<file path="src/rtl/morse_pkg.sv">
// morse_pkg: shared states, widths and token type for the Morse symbol decoder.
package morse_pkg;
   localparam int MORSE_MAX_SYMBOLS = 5;
   localparam int CODE_W = 5;
   localparam int LEN_W = 3;
   typedef enum logic [1:0] {IDLE, PRESS, GAP, WORD} state_t;
   typedef struct packed {
      logic [CODE_W-1:0] code;
      logic [LEN_W-1:0] len;
      logic space;
      logic err;
   } token_t;
endpackage

</file>
<file path="src/rtl/morse_symbol_decoder_if.sv">
// morse_symbol_decoder_if: valid/ready token channel from the decoder to its consumer.
interface morse_symbol_decoder_if;
   import morse_pkg::*;
   logic sym_valid;
   logic sym_ready;
   logic [CODE_W-1:0] sym_code;
   logic [LEN_W-1:0] sym_len;
   logic sym_space;
   logic sym_err;
   modport master(output sym_valid, sym_code, sym_len, sym_space, sym_err, input sym_ready);
   modport slave(input sym_valid, sym_code, sym_len, sym_space, sym_err, output sym_ready);
endinterface

</file>
<file path="src/rtl/morse_tick_gen.sv">
// morse_tick_gen: one-cycle tick every TICK_CYCLES clocks; restart realigns the prescaler.
module morse_tick_gen #(
   parameter int TICK_CYCLES = 50000
) (
   input  logic clk,
   input  logic reset,
   input  logic restart,
   output logic tick
);
   localparam int W = TICK_CYCLES > 1 ? $clog2(TICK_CYCLES) : 1;
   localparam logic [W-1:0] LAST = W'(TICK_CYCLES - 1);
   logic [W-1:0] cnt;
   always_ff @(posedge clk)
      if (reset || restart) cnt <= '0;
      else cnt <= (cnt == LAST) ? '0 : cnt + W'(1);
   assign tick = !restart && cnt == LAST;
endmodule

</file>
<file path="src/rtl/morse_symbol_decoder.sv">
// morse_symbol_decoder: turns key press/release edges into Morse letter tokens.
// Define MORSE_WORD_SPACE_EN to emit a space token after a word gap.
module morse_symbol_decoder
   import morse_pkg::*;
#(
   parameter int TICK_CYCLES = 50000,
   parameter int DOT_MAX_TICKS = 200,
   parameter int LETTER_GAP_TICKS = 400,
   parameter int WORD_GAP_TICKS = 1000
) (
   input  logic clk,
   input  logic reset,
   input  logic p_edge,
   input  logic n_edge,
   morse_symbol_decoder_if.master sym,
   output logic overrun
);
   localparam int DUR_W = $clog2(WORD_GAP_TICKS + 1);
   localparam logic [DUR_W-1:0] DOT_MAX = DUR_W'(DOT_MAX_TICKS);
   localparam logic [DUR_W-1:0] LETTER_GAP = DUR_W'(LETTER_GAP_TICKS);
   localparam logic [DUR_W-1:0] WORD_GAP = DUR_W'(WORD_GAP_TICKS);
   state_t state, state_nx;
   logic [DUR_W-1:0] dur;
   logic [CODE_W-1:0] code, code_nx;
   logic [LEN_W-1:0] len, len_nx;
   logic err, err_nx, restart, tick, emit;
   token_t tok, tok_q;

   morse_tick_gen #(.TICK_CYCLES(TICK_CYCLES)) u_tick (
      .clk(clk), .reset(reset), .restart(restart), .tick(tick)
   );

   always_comb begin
      state_nx = state;
      code_nx = code;
      len_nx = len;
      err_nx = err;
      restart = 1'b0;
      emit = 1'b0;
      tok = '0;
      case (state)
         IDLE, WORD: begin
            if (p_edge) begin
               state_nx = PRESS;
               code_nx = '0;
               len_nx = '0;
               err_nx = 1'b0;
               restart = 1'b1;
            end else if (state == WORD && dur == WORD_GAP) begin
               state_nx = IDLE;
`ifdef MORSE_WORD_SPACE_EN
               emit = 1'b1;
               tok.space = 1'b1;
`endif
            end
         end
         PRESS: begin
            if (n_edge) begin
               state_nx = GAP;
               restart = 1'b1;
               if (len == LEN_W'(MORSE_MAX_SYMBOLS)) err_nx = 1'b1;
               else begin
                  code_nx = {code[CODE_W-2:0], dur >= DOT_MAX};
                  len_nx = len + LEN_W'(1);
               end
            end
         end
         GAP: begin
            if (p_edge) begin
               state_nx = PRESS;
               restart = 1'b1;
            end else if (dur == LETTER_GAP) begin
               state_nx = WORD;
               emit = 1'b1;
               tok = '{code, len, 1'b0, err};
            end
         end
         default: state_nx = IDLE;
      endcase
   end

   always_ff @(posedge clk) begin
      if (reset) begin
         state <= IDLE;
         dur <= '0;
         code <= '0;
         len <= '0;
         err <= 1'b0;
      end else begin
         state <= state_nx;
         code <= code_nx;
         len <= len_nx;
         err <= err_nx;
         if (restart) dur <= '0;
         else if (tick && dur != WORD_GAP) dur <= dur + DUR_W'(1);
      end
   end

   // An emit into an occupied, stalled output is dropped; the FSM has already moved on.
   always_ff @(posedge clk) begin
      if (reset) begin
         sym.sym_valid <= 1'b0;
         tok_q <= '0;
         overrun <= 1'b0;
      end else if (emit && sym.sym_valid && !sym.sym_ready) begin
         overrun <= 1'b1;
      end else if (emit) begin
         sym.sym_valid <= 1'b1;
         tok_q <= tok;
      end else if (sym.sym_ready) begin
         sym.sym_valid <= 1'b0;
      end
   end

   assign sym.sym_code = tok_q.code;
   assign sym.sym_len = tok_q.len;
   assign sym.sym_space = tok_q.space;
   assign sym.sym_err = tok_q.err;
endmodule

</file>
<file path="src/flat_wrapper.sv">
// flat-port wrapper written by rule: the top's interface ports become plain ports
module morse_symbol_decoder_flat import morse_pkg::*;
#(
   parameter int TICK_CYCLES = 50000,
   parameter int DOT_MAX_TICKS = 200,
   parameter int LETTER_GAP_TICKS = 400,
   parameter int WORD_GAP_TICKS = 1000
)
  (clk, reset, p_edge, n_edge, overrun, sym_sym_valid, sym_sym_code, sym_sym_len, sym_sym_space, sym_sym_err, sym_sym_ready);
  morse_symbol_decoder_if sym_i ();
  input  logic clk;
  input  logic reset;
  input  logic p_edge;
  input  logic n_edge;
  output logic overrun;
  output wire logic [$bits(sym_i.sym_valid)-1:0] sym_sym_valid;
  output wire logic [$bits(sym_i.sym_code)-1:0] sym_sym_code;
  output wire logic [$bits(sym_i.sym_len)-1:0] sym_sym_len;
  output wire logic [$bits(sym_i.sym_space)-1:0] sym_sym_space;
  output wire logic [$bits(sym_i.sym_err)-1:0] sym_sym_err;
  input wire logic [$bits(sym_i.sym_ready)-1:0] sym_sym_ready;
  assign sym_sym_valid = sym_i.sym_valid;
  assign sym_sym_code = sym_i.sym_code;
  assign sym_sym_len = sym_i.sym_len;
  assign sym_sym_space = sym_i.sym_space;
  assign sym_sym_err = sym_i.sym_err;
  assign sym_i.sym_ready = sym_sym_ready;
  morse_symbol_decoder #(.TICK_CYCLES(TICK_CYCLES), .DOT_MAX_TICKS(DOT_MAX_TICKS), .LETTER_GAP_TICKS(LETTER_GAP_TICKS), .WORD_GAP_TICKS(WORD_GAP_TICKS)) u_core (.clk(clk), .reset(reset), .p_edge(p_edge), .n_edge(n_edge), .sym(sym_i), .overrun(overrun));
endmodule
</file>
<file path="config.mk">
export PLATFORM = sky130hd
export DESIGN_NAME = morse_symbol_decoder_flat
export DESIGN_NICKNAME = d
export VERILOG_FILES = /design/src/rtl/morse_pkg.sv /design/src/rtl/morse_symbol_decoder_if.sv /design/src/rtl/morse_tick_gen.sv /design/src/rtl/morse_symbol_decoder.sv /design/src/flat_wrapper.sv
export SDC_FILE = /design/constraint.sdc
export NUM_CORES = 1
export LEC_CHECK = 0
export ABC_AREA = 1
export BUFFER_PORTS_ARGS = -buffer_cell sky130_fd_sc_hd__buf_2
export CORE_MARGIN = 4
export CORE_UTILIZATION = 45
export CTS_CLUSTER_DIAMETER = 100
export DETAILED_ROUTE_END_ITERATION = 8
export MAX_ROUTING_LAYER = met4
export SLEW_MARGIN = 20
export SYNTH_ARGS = -nofsm -noshare
export SYNTH_HDL_FRONTEND = slang
export SYNTH_SLANG_ARGS = --single-unit
</file>
<file path="constraint.sdc">
create_clock -name clk -period 4.39 [get_ports clk]
set_clock_uncertainty 0.1 [all_clocks]
set_input_delay 0.2195 -clock clk [delete_from_list [all_inputs] [get_ports clk]]
set_output_delay 0.2195 -clock clk [all_outputs]
set_load 0.02 [all_outputs]
</file>
### Word level (Yosys, flattened, before mapping)

Index checks and enable logic that the tools add are counted.

| word-level totals | value |
|---|---|
| memories | 0 |
| latch bits | 0 |
| output and inout port bits | 12 |
| RAM bits | 0 |
| flip-flop bits (word level) | 49 |
| logic and storage cells | 80 |
| input port bits | 5 |
| bits in read-only memories | 0 |

| operators by class | value |
|---|---|
| muxes and demuxes | 29 |
| $add $sub $neg | 3 |
| eq/ne operators | 14 |
| bitwise logic cells | 1 |
| order comparisons | 1 |
| multipliers | 0 |
| divide/modulo/power cells | 0 |
| shift-type cells | 0 |
| reduce and logical (&&, ||, !) cells | 20 |

Operator list:

| kind | count |
|---|---|
| $mux W10 | 3 |
| $add A16 B1 Y16 const B | 1 |
| $eq A16 B16 Y1 const B | 1 |
| $mux W5 | 3 |
| $add A10 B1 Y10 const B | 1 |
| $eq A10 B10 Y1 const B | 1 |
| $eq A10 B9 Y1 const B | 1 |
| $ge A10 B8 Y1 const B | 1 |
| $mux W1 | 10 |
| $mux W2 | 5 |
| $ne A10 B10 Y1 const B | 1 |
| $pmux W5 S2 | 1 |
| $mux W3 | 3 |
| $reduce_and A4 Y1 | 2 |
| $ne A2 B2 Y1 const B | 3 |
| $ne A3 B2 Y1 const B | 2 |
| $pmux W2 S3 | 1 |
| $pmux W3 S2 | 1 |
| $reduce_or A2 Y1 | 3 |
| $logic_and A1 B1 Y1 | 5 |
| $eq A2 B2 Y1 const B | 2 |
| $pmux W1 S2 | 2 |
| $reduce_and A2 Y1 | 2 |
| $reduce_bool A2 Y1 | 2 |
| 10 further kinds | 11 |

### Logic depth before layout (Yosys ltp)

| depth | value |
|---|---|
| depth in word-level cells | 8 |
| depth in mapped cells | 10 |
| gate-level depth less buffers | 10 |

### By module

A second synthesis with hierarchy kept.

| second synthesis, totals | value |
|---|---|
| cells, all modules | 357 |
| area total of the unflattened synthesis | 2478.6 µm² |

By module, submodules not included:

| module | area each (µm²) | times used | cells each | seq. area each (µm²) |
|---|---|---|---|---|
| morse_symbol_decoder | 1621.6 | 1 | 227 | 640.6 |
| morse_tick_gen | 857.1 | 1 | 130 | 320.3 |

### Worst setup path after synthesis

No wires, ideal clock.

| timing | value |
|---|---|
| path kind | reg-to-reg |
| start | register u_core.state[1] |
| end | register u_core.u_tick.cnt[10] |
| data required time | 4220 ps |
| period minus slack after synthesis | 1655 ps |
| setup slack | 2735 ps |
| stages on the path, launching flop included | 10 |
| buffers on the path | 2 |
| setup time | 70 ps |
| data arrival time | 1486 ps |
| cells stage by stage | dfxtp_1 > inv_1 > ha_1 > nand2_1 > o21a_1 > nand2_1 > or2_1 > buf_6 > buf_12 > a21oi_1 |

| between the ends | value |
|---|---|
| cells in the longest elaborated chain, start to end | 5 |
| elaborated cells on any way between the ends | 8 |
| those cells by class | eq/ne (3); mux (1); reduce/logical (4) |

Ends and longest elaborated chain:

| what | line | source |
|---|---|---|
| start, declared | morse_symbol_decoder.sv:22 | `state_t state, state_nx;` |
| start signal, assigned | morse_symbol_decoder.sv:90 | `state <= state_nx;` |
| $eq A2 B2 Y1 or $logic_not A2 Y1 (tied branches) | morse_symbol_decoder.sv:41 | `case (state)` |
| $reduce_or A3 Y1 (no line) | - |  |
| $pmux W1 S2 (*) | morse_symbol_decoder.sv:41 |  |
| $logic_or A1 B1 Y1 (*) | morse_tick_gen.sv:14 | `if (reset \|\| restart) cnt <= '0;` |
| $reduce_or A2 Y1 (no line) (*) | - |  |
| end signal, assigned | morse_tick_gen.sv:15 | `else cnt <= (cnt == LAST) ? '0 : cnt + W'(1);` |
| end, declared | morse_tick_gen.sv:12 | `logic [W-1:0] cnt;` |

Every way passes the cells marked *; elsewhere a longest branch is shown, timed or not.
A chain may end at the register's enable or synchronous reset.

### Worst setup path after layout

| timing | value |
|---|---|
| start | register u_core.state[1] |
| end | register u_core.u_tick.cnt[11] |

The elaborated chain is that of the path after synthesis.

==> impl_metrics.env <==
export IMPL_status="complete, no violations"
export IMPL_p_sw_uw=303
export IMPL_crit_family="simple AND/OR/NAND/NOR gates"
export IMPL_hpwl_um=3430
export IMPL_dieArea_um2=6820
export IMPL_path_cells="inv_1 -> ha_1 -> nand2_1 -> o21a_1 -> nand2_1 -> or2_1 -> nor3b_1"
export IMPL_gp_congestion=0.868
export IMPL_min_path_type="in -> reg"
export IMPL_fillers=527
export IMPL_p_per_area_nw_per_um2=365
export IMPL_rows=26
export IMPL_drc=0
export IMPL_post_synth_num_cell_types=34
export IMPL_clk_latency_ns=0.31
export IMPL_synth_edf_count=0
export IMPL_synthArstFlopShare=0
export IMPL_cellInternalPower_uw=683
export IMPL_overflow=0
export IMPL_first_iter_violations=145
export IMPL_numClockSinks=48
export IMPL_p_clk_frac=0.339
export IMPL_die_h_um=82.6
export IMPL_tightestPinTransition_ns=0.568
export IMPL_pwr_share_comb=0.188
export IMPL_final_hold_viol_count=0
export IMPL_first_pass_iters=4
export IMPL_dpl_worst_slack_ns=2.19
export IMPL_areaGrowthSynthToFinish_pct=7.69
export IMPL_finalCriticalPeriod_ns=2.19
export IMPL_swShare=0.308
export IMPL_cts_buffers=5
export IMPL_grt_pass1_vias=1942
export IMPL_avgSynthCellArea_um2=7.24
export IMPL_grt_usage=0.168
export IMPL_initial_utilization=0.478
export IMPL_netlist_top_cells_count="nand2_1, dfxtp_1, inv_1"
export IMPL_grt_max_degree=21
export IMPL_cp_common_cell="nand2_1"
export IMPL_fmax_mhz=457
export IMPL_max_slew_margin=0.621
export IMPL_synth_top_area_share=0.384
export IMPL_maxCapViolations=0
export IMPL_antenna_left=0
export IMPL_grt_first_pass_wirelength_um=8670
export IMPL_setup_viol=0
export IMPL_ys_flop_type="dfxtp_1"
export IMPL_slowest_delay_ns=0.52
export IMPL_ys_warn_count=0
export IMPL_rsz0062_at_grt="no"
export IMPL_ys_ff_latch=48
export IMPL_maxSlewViolCount=0
export IMPL_ir_drop_mv=0.275
export IMPL_crit_type="reg -> reg"
export IMPL_antenna_cells=0
export IMPL_synth_largest_area_cell="dfxtp_1"
export IMPL_cts_hold_buf=0
export IMPL_htreeDepth=2
export IMPL_die_w_um=82.6
export IMPL_setup_ws_ns=2.20
export IMPL_antenna_found_initial=0
export IMPL_wire_per_inst_um=11.0
export IMPL_fin_area_um2=2700
export IMPL_worst_setup_path_end_kind="flip-flop"
export IMPL_cts_tree="built"
export IMPL_portBuffers=15
export IMPL_vias=2057
export IMPL_syn_area_um2=2500
export IMPL_final_nets=372
export IMPL_yosys_top_cells_area="dfxtp_1, nand2_1, inv_1"
export IMPL_critPathMaxFanout=16
export IMPL_crit_arrival_ns=2.32
export IMPL_post_route_cells_drive_above_1_share=0.111
export IMPL_timing_final_crit_share=0.498
export IMPL_synth_most_common_cell="nand2_1"
export IMPL_cts_setup_buffers=0
export IMPL_syn_nets=360
export IMPL_clk_pin_slew_ns=0.10
export IMPL_yosysSeqAreaShare=0.384
export IMPL_cts_repair_resized=0
export IMPL_start_kind="flip-flop"
export IMPL_core_um2=5240
export IMPL_root_buffer="clkbuf_8"
export IMPL_post_dp_cell_area_um2=2580
export IMPL_ios=17
export IMPL_path_buf_inv=1
export IMPL_finalWirelength_um=4730
export IMPL_leakage_uw=0.00106
export IMPL_synth_cells=346
export IMPL_via_per_inst=4.79
export IMPL_tns_ns=0
export IMPL_clk_path_buf_depth=2
export IMPL_p_seq_frac=0.473
export IMPL_critPathRequiredTime_ns=4.52
export IMPL_cpMaxStageDelayCell="or2_1"
-- state kept, by name, summed over array words and instances (netlist names), 2 cells and up --
| name | cells |
|---|---|
| u_core.u_tick.cnt | 16 |
| u_core.dur | 10 |
| u_core.code | 5 |
| u_core.sym.sym_code | 5 |
| u_core.len | 3 |
| u_core.sym.sym_len | 3 |
| u_core.state | 2 |
-- area by class of cell --
type / instances / area (um^2) / area share
Clock buffer: 5 / 68.8 / 0.0255
Inverter: 49 / 184 / 0.0682
Tap cell: 70 / 87.6 / 0.0325
Multi-Input combinational cell: 239 / 1270 / 0.473
Clock inverter: 3 / 46.3 / 0.0172
Sequential cell: 48 / 961 / 0.356
Timing Repair Buffer: 15 / 75.1 / 0.0278
-- per-layer routing --
layer  track usage  share of wire
met1         0.232           0.53
met2         0.240           0.42
met3        0.0423          0.029
met4        0.0523          0.016
met5             -              0
-- worst register-to-register path, cell delays in order (launching register included) --
cell     delay (ns)
dfxtp_1        0.37
inv_1          0.08
ha_1           0.20
nand2_1        0.07
o21a_1         0.25
nand2_1        0.28
or2_1          0.52
nor3b_1        0.25
-- per-stage QoR --
stage / instances / util / power [uW] / hold WS (ns)
after floorplan: 346 / - / 634 / 0.296
after global placement: 421 / 0.493 / 664 / 0.329
after detailed placement: 421 / 0.493 / 663 / 0.339
after CTS: 429 / 0.515 / 998 / 0.202
after global routing: 429 / 0.515 / 1050 / 0.223
final: 429 / 0.515 / 986 / 0.213
-- cells in the final DEF, fill, tap and decap left out, types with 10 or more instances in the layout --
master   instances
xor2_1          10
nor2_1          39
a21oi_1         29
dfxtp_1         48
nand4_1         12
inv_1           48
nand2_1         77
nand3_1         13
buf_2           15
-- worst paths after layout --
kind                            slack (ns)  depth (start not counted)                             from                               end
worst max-delay path                  2.20                          7     u_core.state[1]$_SDFFE_PP0P_  u_core.u_tick.cnt[11]$_SDFF_PP0_
worst min-delay path                  0.21                          2                            reset       u_core.code[0]$_SDFFE_PP0P_
worst max register to register        2.20                          7     u_core.state[1]$_SDFFE_PP0P_  u_core.u_tick.cnt[11]$_SDFF_PP0_
worst min register to register        0.35                          1  u_core.u_tick.cnt[0]$_SDFF_PP0_   u_core.u_tick.cnt[0]$_SDFF_PP0_
-- cells by family after synthesis --
logic type,Yosys count,share of synthesized area
other,1,0.00150
AO/OA/AOI/OAI,47,0.109
flip-flops,48,0.384
buffers and inverters,59,0.107
XOR/XNOR,10,0.0350
adder cells (fa/ha/maj),9,0.0450
AND/OR/NAND/NOR,172,0.319
-- power by group through the flow --
stage	logic [uW]	registers, uW	clock network, uW
finish	186	466	334
detailed placement	187	476	0
global placement	189	475	0
global route	220	469	362
floorplan	161	472	0
CTS	188	466	344
Note: power is estimated with default switching activity, not from simulation.
